<file path="src/rtl/ram_arbiter_if.sv">
// Bus bundle between the two RAM masters, the data RAM and ram_arbiter.
// Signal names carry the arbiter's point of view (_i into the arbiter, _o out of it).
interface ram_arbiter_if #(
  parameter int AW = 32,
  parameter int DW = 32
);
  logic          m0_req_i;
  logic          m0_we_i;
  logic [AW-1:0] m0_addr_i;
  logic [DW-1:0] m0_wdata_i;
  logic          m0_gnt_o;
  logic          m0_rvalid_o;
  logic [DW-1:0] m0_rdata_o;

  logic          m1_req_i;
  logic          m1_we_i;
  logic [AW-1:0] m1_addr_i;
  logic [DW-1:0] m1_wdata_i;
  logic          m1_lock_i;
  logic          m1_gnt_o;
  logic          m1_rvalid_o;
  logic [DW-1:0] m1_rdata_o;

  logic          ram_we_o;
  logic [AW-1:0] ram_addr_o;
  logic [DW-1:0] ram_data_o;
  logic [DW-1:0] ram_data_i;

  logic          locked_o;
  logic          dbg_prio_o;
  logic          dbg_cool_o;

  modport slave (
    input  m0_req_i, m0_we_i, m0_addr_i, m0_wdata_i,
    output m0_gnt_o, m0_rvalid_o, m0_rdata_o,
    input  m1_req_i, m1_we_i, m1_addr_i, m1_wdata_i, m1_lock_i,
    output m1_gnt_o, m1_rvalid_o, m1_rdata_o,
    output ram_we_o, ram_addr_o, ram_data_o,
    input  ram_data_i,
    output locked_o, dbg_prio_o, dbg_cool_o
  );

  modport master (
    output m0_req_i, m0_we_i, m0_addr_i, m0_wdata_i,
    input  m0_gnt_o, m0_rvalid_o, m0_rdata_o,
    output m1_req_i, m1_we_i, m1_addr_i, m1_wdata_i, m1_lock_i,
    input  m1_gnt_o, m1_rvalid_o, m1_rdata_o,
    input  ram_we_o, ram_addr_o, ram_data_o,
    output ram_data_i,
    input  locked_o, dbg_prio_o, dbg_cool_o
  );
endinterface

</file>
<file path="src/rtl/ram_arbiter.sv">
// Round-robin arbiter giving the core LSU (m0) and the debug loader (m1) one RAM access
// per cycle; m1 can lock the RAM for bounded bursts. Read data returns one cycle after grant.
module ram_arbiter #(
  parameter int AW       = 32,
  parameter int DW       = 32,
  parameter int LOCK_MAX = 16
) (
  input  logic          clk,
  input  logic          rstn,
  ram_arbiter_if.slave  bus
);

  // Handshake: a master raises req with a stable cmd (we/addr/wdata) and holds both until
  // gnt is high in the same cycle; the RAM access happens in that cycle and the master's
  // rvalid is high for exactly the following cycle (rdata meaningful only for reads).

  localparam int CW = $clog2(LOCK_MAX + 1);

  typedef enum logic {
    ST_ARB  = 1'b0,
    ST_LOCK = 1'b1
  } state_t;

  state_t        state_q, state_d;
  logic          prio_q, prio_d;   // 0: m0 wins a tie, 1: m1 wins a tie
  logic          cool_q, cool_d;   // set after a lock timeout, blocks immediate re-lock
  logic [CW-1:0] cnt_q, cnt_d;
  logic          gnt0, gnt1;

  always_comb begin
    gnt0 = 1'b0;
    gnt1 = 1'b0;
    if (rstn) begin
      if (state_q == ST_LOCK) begin
        gnt1 = bus.m1_req_i;
      end else if (bus.m0_req_i && bus.m1_req_i) begin
        gnt0 = ~prio_q;
        gnt1 = prio_q;
      end else begin
        gnt0 = bus.m0_req_i;
        gnt1 = bus.m1_req_i;
      end
    end
  end

  assign bus.m0_gnt_o   = gnt0;
  assign bus.m1_gnt_o   = gnt1;
  assign bus.ram_we_o   = gnt1 ? bus.m1_we_i    : (gnt0 & bus.m0_we_i);
  assign bus.ram_addr_o = gnt1 ? bus.m1_addr_i  : bus.m0_addr_i;
  assign bus.ram_data_o = gnt1 ? bus.m1_wdata_i : bus.m0_wdata_i;
  assign bus.locked_o   = (state_q == ST_LOCK);
  assign bus.dbg_prio_o = prio_q;
  assign bus.dbg_cool_o = cool_q;

  always_comb begin
    state_d = state_q;
    prio_d  = prio_q;
    cool_d  = cool_q;
    cnt_d   = cnt_q;
    case (state_q)
      ST_ARB: begin
        if (gnt0)      prio_d = 1'b1;
        else if (gnt1) prio_d = 1'b0;
        if (gnt0 || !bus.m0_req_i) cool_d = 1'b0;
        // Lock entry looks at the registered cool flag, so the clearing cycle itself cannot lock.
        if (gnt1 && bus.m1_lock_i && !cool_q) begin
          state_d = ST_LOCK;
          cnt_d   = CW'(1);
        end
      end
      ST_LOCK: begin
        if (cnt_q == CW'(LOCK_MAX)) begin
          state_d = ST_ARB;
          prio_d  = 1'b0;
          cool_d  = 1'b1;
          cnt_d   = '0;
        end else if (!bus.m1_lock_i) begin
          state_d = ST_ARB;
          cnt_d   = '0;
        end else begin
          cnt_d   = cnt_q + CW'(1);
        end
      end
      default: begin
        state_d = ST_ARB;
        cnt_d   = '0;
      end
    endcase
  end

  always_ff @(posedge clk) begin
    if (!rstn) begin
      state_q <= ST_ARB;
      prio_q  <= 1'b0;
      cool_q  <= 1'b0;
      cnt_q   <= '0;
    end else begin
      state_q <= state_d;
      prio_q  <= prio_d;
      cool_q  <= cool_d;
      cnt_q   <= cnt_d;
    end
  end

  always_ff @(posedge clk) begin
    if (!rstn) begin
      bus.m0_rvalid_o <= 1'b0;
      bus.m1_rvalid_o <= 1'b0;
      bus.m0_rdata_o  <= '0;
      bus.m1_rdata_o  <= '0;
    end else begin
      bus.m0_rvalid_o <= gnt0;
      bus.m1_rvalid_o <= gnt1;
      if (gnt0 && !bus.m0_we_i) bus.m0_rdata_o <= bus.ram_data_i;
      if (gnt1 && !bus.m1_we_i) bus.m1_rdata_o <= bus.ram_data_i;
    end
  end

endmodule

</file>
<file path="src/flat_wrapper.sv">
// flat-port wrapper written by rule: the top's interface ports become plain ports
module ram_arbiter_flat 
#(
  parameter int AW       = 32,
  parameter int DW       = 32,
  parameter int LOCK_MAX = 16
)
  (clk, rstn, bus_m0_req_i, bus_m0_we_i, bus_m0_addr_i, bus_m0_wdata_i, bus_m0_gnt_o, bus_m0_rvalid_o, bus_m0_rdata_o, bus_m1_req_i, bus_m1_we_i, bus_m1_addr_i, bus_m1_wdata_i, bus_m1_lock_i, bus_m1_gnt_o, bus_m1_rvalid_o, bus_m1_rdata_o, bus_ram_we_o, bus_ram_addr_o, bus_ram_data_o, bus_ram_data_i, bus_locked_o, bus_dbg_prio_o, bus_dbg_cool_o);
  ram_arbiter_if #(.AW(AW), .DW(DW)) bus_i ();
  input  logic clk;
  input  logic rstn;
  input wire logic [$bits(bus_i.m0_req_i)-1:0] bus_m0_req_i;
  input wire logic [$bits(bus_i.m0_we_i)-1:0] bus_m0_we_i;
  input wire logic [$bits(bus_i.m0_addr_i)-1:0] bus_m0_addr_i;
  input wire logic [$bits(bus_i.m0_wdata_i)-1:0] bus_m0_wdata_i;
  output wire logic [$bits(bus_i.m0_gnt_o)-1:0] bus_m0_gnt_o;
  output wire logic [$bits(bus_i.m0_rvalid_o)-1:0] bus_m0_rvalid_o;
  output wire logic [$bits(bus_i.m0_rdata_o)-1:0] bus_m0_rdata_o;
  input wire logic [$bits(bus_i.m1_req_i)-1:0] bus_m1_req_i;
  input wire logic [$bits(bus_i.m1_we_i)-1:0] bus_m1_we_i;
  input wire logic [$bits(bus_i.m1_addr_i)-1:0] bus_m1_addr_i;
  input wire logic [$bits(bus_i.m1_wdata_i)-1:0] bus_m1_wdata_i;
  input wire logic [$bits(bus_i.m1_lock_i)-1:0] bus_m1_lock_i;
  output wire logic [$bits(bus_i.m1_gnt_o)-1:0] bus_m1_gnt_o;
  output wire logic [$bits(bus_i.m1_rvalid_o)-1:0] bus_m1_rvalid_o;
  output wire logic [$bits(bus_i.m1_rdata_o)-1:0] bus_m1_rdata_o;
  output wire logic [$bits(bus_i.ram_we_o)-1:0] bus_ram_we_o;
  output wire logic [$bits(bus_i.ram_addr_o)-1:0] bus_ram_addr_o;
  output wire logic [$bits(bus_i.ram_data_o)-1:0] bus_ram_data_o;
  input wire logic [$bits(bus_i.ram_data_i)-1:0] bus_ram_data_i;
  output wire logic [$bits(bus_i.locked_o)-1:0] bus_locked_o;
  output wire logic [$bits(bus_i.dbg_prio_o)-1:0] bus_dbg_prio_o;
  output wire logic [$bits(bus_i.dbg_cool_o)-1:0] bus_dbg_cool_o;
  assign bus_i.m0_req_i = bus_m0_req_i;
  assign bus_i.m0_we_i = bus_m0_we_i;
  assign bus_i.m0_addr_i = bus_m0_addr_i;
  assign bus_i.m0_wdata_i = bus_m0_wdata_i;
  assign bus_m0_gnt_o = bus_i.m0_gnt_o;
  assign bus_m0_rvalid_o = bus_i.m0_rvalid_o;
  assign bus_m0_rdata_o = bus_i.m0_rdata_o;
  assign bus_i.m1_req_i = bus_m1_req_i;
  assign bus_i.m1_we_i = bus_m1_we_i;
  assign bus_i.m1_addr_i = bus_m1_addr_i;
  assign bus_i.m1_wdata_i = bus_m1_wdata_i;
  assign bus_i.m1_lock_i = bus_m1_lock_i;
  assign bus_m1_gnt_o = bus_i.m1_gnt_o;
  assign bus_m1_rvalid_o = bus_i.m1_rvalid_o;
  assign bus_m1_rdata_o = bus_i.m1_rdata_o;
  assign bus_ram_we_o = bus_i.ram_we_o;
  assign bus_ram_addr_o = bus_i.ram_addr_o;
  assign bus_ram_data_o = bus_i.ram_data_o;
  assign bus_i.ram_data_i = bus_ram_data_i;
  assign bus_locked_o = bus_i.locked_o;
  assign bus_dbg_prio_o = bus_i.dbg_prio_o;
  assign bus_dbg_cool_o = bus_i.dbg_cool_o;
  ram_arbiter #(.AW(AW), .DW(DW), .LOCK_MAX(LOCK_MAX)) u_core (.clk(clk), .rstn(rstn), .bus(bus_i));
endmodule
</file>
<file path="config.mk">
export PLATFORM = sky130hd
export DESIGN_NAME = ram_arbiter_flat
export DESIGN_NICKNAME = d
export VERILOG_FILES = /design/src/rtl/ram_arbiter_if.sv /design/src/rtl/ram_arbiter.sv /design/src/flat_wrapper.sv
export SDC_FILE = /design/constraint.sdc
export NUM_CORES = 1
export LEC_CHECK = 0
export ABC_CLOCK_PERIOD_IN_PS = 2400
export BUFFER_PORTS_ARGS = -buffer_cell sky130_fd_sc_hd__clkbuf_2
export CORE_AREA = 5 5 115 117
export CTS_CLUSTER_DIAMETER = 100
export DETAILED_ROUTE_END_ITERATION = 6
export DIE_AREA = 0 0 120 122
export PLACE_DENSITY = 0.76
export SKIP_LAST_GASP = 1
export SYNTH_ARGS = -nofsm -noshare
export SYNTH_HDL_FRONTEND = slang
export SYNTH_SLANG_ARGS = --single-unit
</file>
<file path="constraint.sdc">
create_clock -name clk -period 2.4 [get_ports clk]
set_input_delay 0.36 -clock clk [delete_from_list [all_inputs] [get_ports clk]]
set_output_delay 0.36 -clock clk [all_outputs]
set_load 0.005 [all_outputs]
</file>
---- Word level (Yosys, flattened, before mapping) ----
Cells that the tools add are included.
Widths: inputs -> output; s select.
storage, ports and cells
  bits in registers ....................... 74
  latch bits .............................. 0
  RAM bits ................................ 0
  bits in read-only memories .............. 0
  output and inout port bits .............. 136
  memories kept ........................... 0
operators by class
  add/sub/neg operators ................... 1
  multiply operators ...................... 0
  div/mod/pow operators ................... 0
  magnitude comparators ................... 0
  eq/ne operators ......................... 5
  shift operators ......................... 0
  mux-type cells .......................... 24
  bitwise logic cells ..................... 3
  reduce and logical (&&, ||, !) cells .... 12
operators with widths
  kind                 number
  $mux 32              2
  $mux 1               15
  $mux 5               3
  $pmux 5 s2           1
  $pmux 1 s2           3
  $add 5x1->5 const B  1
  $eq 5x5->1 const B   1
  $logic_and 1x1->1    5
  $logic_not 1->1      4
  $ne 2x1->1 const B   2
  $reduce_and 2->1     2
  $ne 3x1->1 const B   1
  $ne 2x2->1 const B   1
  $not 1->1            2
  $and 1x1->1          1
  $logic_or 1x1->1     1

---- Longest topological paths before layout ----
  word-level depth ........................ 8
  gate-level depth with buffers ........... 5
  mapped depth without buffers ............ 5

---- Least setup slack after synthesis ----
Ideal clock, no wire load.
  path kind ............................... reg-to-output
  start point ............................. reg u_core.state_q (netlist: u_core.bus.locked_o)
  end point ............................... out bus_ram_addr_o[0]
  arrival ................................. 1,373 ps
  required time ........................... 2,040 ps
  path slack .............................. 667 ps
  stages on the path, launching flop included .. 6
  path buffers ............................ 2
  path through ............................ dfxtp_1 -> nor3b_2 -> nor2_1 -> buf_6 -> buf_6 -> mux2_4
between the ends
  cells in the longest elaborated chain, start to end .. 3
ends and longest elaborated chain
  item                    RTL line            RTL
  start, declared         ram_arbiter.sv:24   state_t state_q, state_d;
  start signal, assigned  ram_arbiter.sv:98   state_q <= state_d;
  $mux 1                  ram_arbiter.sv:34   if (state_q == ST_LOCK) begin
  $mux 1                  ram_arbiter.sv:33   if (rstn) begin
  $mux 32                 ram_arbiter.sv:49   assign bus.ram_addr_o = gnt1 ? bus.m1_addr_i : bus.m0_addr_i;
  end, declared           flat_wrapper.sv:28  output wire logic [$bits(bus_i.ram_addr_o)-1:0] bus_ram_addr_o;
Every way passes these cells.

---- Worst setup path in the final report ----
  start point ............................. reg u_core.prio_q (netlist: u_core.bus.dbg_prio_o)
  end point ............................... out bus_ram_data_o[5]
between the ends
  cells in the longest elaborated chain, start to end .. 4
ends and longest elaborated chain
  item                    RTL line            RTL
  start, declared         ram_arbiter.sv:25   logic prio_q, prio_d;
  start signal, assigned  ram_arbiter.sv:99   prio_q <= prio_d;
  $mux 1                  ram_arbiter.sv:36   end else if (bus.m0_req_i && bus.m1_req_i) begin
  $mux 1                  ram_arbiter.sv:34
  $mux 1                  ram_arbiter.sv:33
  $mux 32                 ram_arbiter.sv:50   assign bus.ram_data_o = gnt1 ? bus.m1_wdata_i : bus.m0_wdata_i;
  end, declared           flat_wrapper.sv:29  output wire logic [$bits(bus_i.ram_data_o)-1:0] bus_ram_data_o;
Every way passes these cells.

==> flow_summary.ini <==
[worst_setup_path]
arrival_ns = 1.91
required_ns = 2.04
worst_setup_path_end_kind = primary output
crit_family = flip-flops
crit_buf_inv = 2
path_cells = nor3b_2, nor2_4, buf_12, mux2_2, clkbuf_2
critPathLaunchType = flop
critPathKind = flop to primary output
critPathMaxStageDelay_ns = 0.44
cp_max_fo = 36
slowest_stage = dfxtp_1

[synthesis]
synth_area_um2 = 3759
synth_area_leaders = dfxtp_1, mux2i_1, mux2_2
ys_types = 35
synth_seq_cells = 74
syn_inst = 370
yosysTopAreaCellShare_pct = 39.41
seq_area_frac_synth_pct = 39.41
synth_largest_area_cell = dfxtp_1
synth-main-ff-cell = dfxtp_1
ys_async_sr_fraction_pct = 0
syn_avg_cell_area_um2 = 10.16
yosysWarnings = 0
synth_edf_count = 0
syn-num-nets = 539

[detailed_routing]
wl_per_cell_um = 16.95
drc = 0
drt-initial-drc-count = 117
vias = 3780
first_pass_iters = 4
vias_per_cell = 4.587
ant_nets = 0
wirelength_um = 13970

[sta]
final-setup-viol-count = 0
rsz0062_at_grt = no
finalCritPeriodShare_pct = 94.60
maxClockFrequency_ghz = 0.4405
final_hold_viol_count = 0
setup_ws_ns = 0.1297
final.setup.tns_ns = 0
period_minus_slack_ns = 2.270
worstMarginPinSlew_ns = 0.5421
timing.slew.headroom_pct = 63.37
finClkSkew_ns = 0.006351
final_max_slew_viol_count = 0

[clocking]
clkLatencyLatePin_ns = 0.32
holdBufCountCts = 0
clock_path_buffers = 2
clk_pin_slew_worst_paths_ns = 0.06
root_buffer = clkbuf_16
cts_buffers = 9
cts_tree = yes
cts.htree.levels = 3
cts_sinks = 74

[finish]
multi_input_area_um2 = 2131
area_delta_synth_final_pct = 51.93
design_area_um2 = 5710
drive_gt1_share_pct = 57.42
fill_cells = 1205
diodes = 0
nets = 838
layout.area.seq_um2 = 1481

[global_route]
grt_util_all_layers_pct = 17.75
antenna_found_initial = 0
grt_pass1_wl_um = 20330
grt_pass1_vias = 3792
overflow = 0
grt_max_degree = 58

[min_path]
hold_path_class = input port to flop

[power_and_ir_drop]
powerDensity_nw_per_um2 = 543.8
vdd_drop_max_mv = 0.3898
leakage_nw = 2.855
total_power_w = 0.003105

[placement]
dpl_cell_area_um2 = 5416
io_buffers = 302
gp_congestion = 0.8454
dp_slack_ns = 0.1506
dp_hpwl_um = 11510

[floorplan]
die_w_um = 120
io_pins = 303
start_util_pct = 30.66
die_h_um = 122
rows = 41
die_area_um2 = 14640
coreArea_um2 = 12260

[status]
outcome = complete, no violations

[run]
drv_cap = 0
-- placed cells by master (no fill, tap or decap), drive strengths merged, types with 2 or more instances in the layout --
| cell type | synthesis | layout |
|---|---|---|
| a211o | 2 | 2 |
| a21o | 2 | 2 |
| a21oi | 3 | 3 |
| a22o | 2 | 2 |
| and3 | 5 | 5 |
| buf | 16 | 12 |
| clkbuf | 9 | 311 |
| clkinv | 0 | 3 |
| clkinvlp | 0 | 2 |
| dfxtp | 74 | 74 |
| ha | 2 | 2 |
| inv | 2 | 3 |
| mux2 | 64 | 64 |
| mux2i | 64 | 64 |
| nand2 | 99 | 99 |
| nand2b | 3 | 3 |
| nand3 | 3 | 3 |
| nor2 | 3 | 3 |
| nor3 | 2 | 2 |
| nor3b | 3 | 3 |
| o2bb2ai | 2 | 2 |
-- registers in the layout, indices dropped and copies added (netlist names) --
signal and count:
u_core.bus.m0_rvalid_o 1, u_core.bus.dbg_cool_o 1, u_core.bus.dbg_prio_o 1, u_core.bus.m1_rvalid_o 1, u_core.bus.m0_rdata_o 32, u_core.bus.locked_o 1
u_core.bus.m1_rdata_o 32, u_core.cnt_q 5
-- cell families (layout without fill, tap and decap cells) --
group           after synthesis  in the layout  synth area share (%)
compound gates               14             14                 2.796
mux                         128            128                 38.22
flops                        74             74                 39.41
simple gates                125            125                 14.61
fa+ha+maj                     2              2                0.6657
buf+inv                      27            331                 4.294
-- area by class of cell --
| type | count | area share [%] |
|---|---|---|
| Timing Repair Buffer | 313 | 28.57 |
| Multi-Input combinational cell | 269 | 37.31 |
| Inverter | 2 | 0.1315 |
| Clock buffer | 10 | 4.010 |
| Tap cell | 150 | 3.287 |
| Sequential cell | 74 | 25.94 |
| Clock inverter | 6 | 0.7450 |
-- layer usage --
metal	wire (um)	up-vias	part of all wire, %	track usage, %
met5	0	-	0	0
met4	161	0	1.2	4.868
met3	1168	14	8.4	6.175
met2	6815	161	49	30.00
met1	5821	1728	42	21.51
li1	-	1877	-	-
-- cells in the mapped netlist, drive strengths merged, types with 2 or more instances --
cell type	number
inv	2
o2bb2ai	2
a22o	2
nand2	99
buf	16
and3	5
nand2b	3
ha	2
a21o	2
nor3b	3
nor2	3
mux2	64
clkbuf	9
dfxtp	74
a21oi	3
mux2i	64
a211o	2
nand3	3
nor3	2
-- through the flow --
step	hold slack (ns)	instances	utilization [%]
2_1_floorplan	0.4511	370	-
3_3_place_gp	0.4423	805	44.18
3_5_place_dp	0.4465	805	44.18
4_1_cts	0.2731	824	46.58
5_1_grt	0.2824	824	46.58
6_report	0.2880	824	46.58
-- what timing repair did --
item                       in CTS  in global routing
gates resized for setup         0                  0
setup buffers                   3                  0
setup endpoints to repair      52                  0
-- worst reg2reg max path, stage by stage, from the launching register on --
cell and delay (ns):
dfxtp_1 0.34, inv_1 0.08, ha_1 0.16, nor4bb_1 0.52
nand2_1 0.16, a41o_1 0.25
-- worst paths after layout --
check | start | end | slack (ns) | depth (start not counted)
max reg2reg | u_core.cnt_q[0]$_SDFFE_PN0P_ | u_core.bus.dbg_prio_o$_SDFFE_PN0P_ | 0.80 | 5
min | bus_ram_data_i[17] | u_core.bus.m1_rdata_o[17]$_SDFFE_PN0P_ | 0.29 | 3
max | u_core.bus.dbg_prio_o$_SDFFE_PN0P_ | bus_ram_data_o[5] | 0.13 | 5
min reg2reg | u_core.bus.m1_rdata_o[5]$_SDFFE_PN0P_ | u_core.bus.m1_rdata_o[5]$_SDFFE_PN0P_ | 0.46 | 2
-- power by group --
| part | switching [W] | internal [W] | total (W) |
|---|---|---|---|
| Sequential | 0.0000233 | 0.00127 | 0.00129 |
| Combinational | 0.000270 | 0.000334 | 0.000604 |
| Clock | 0.000508 | 0.000701 | 0.00121 |
Note: power is estimated with default switching activity, not from simulation.
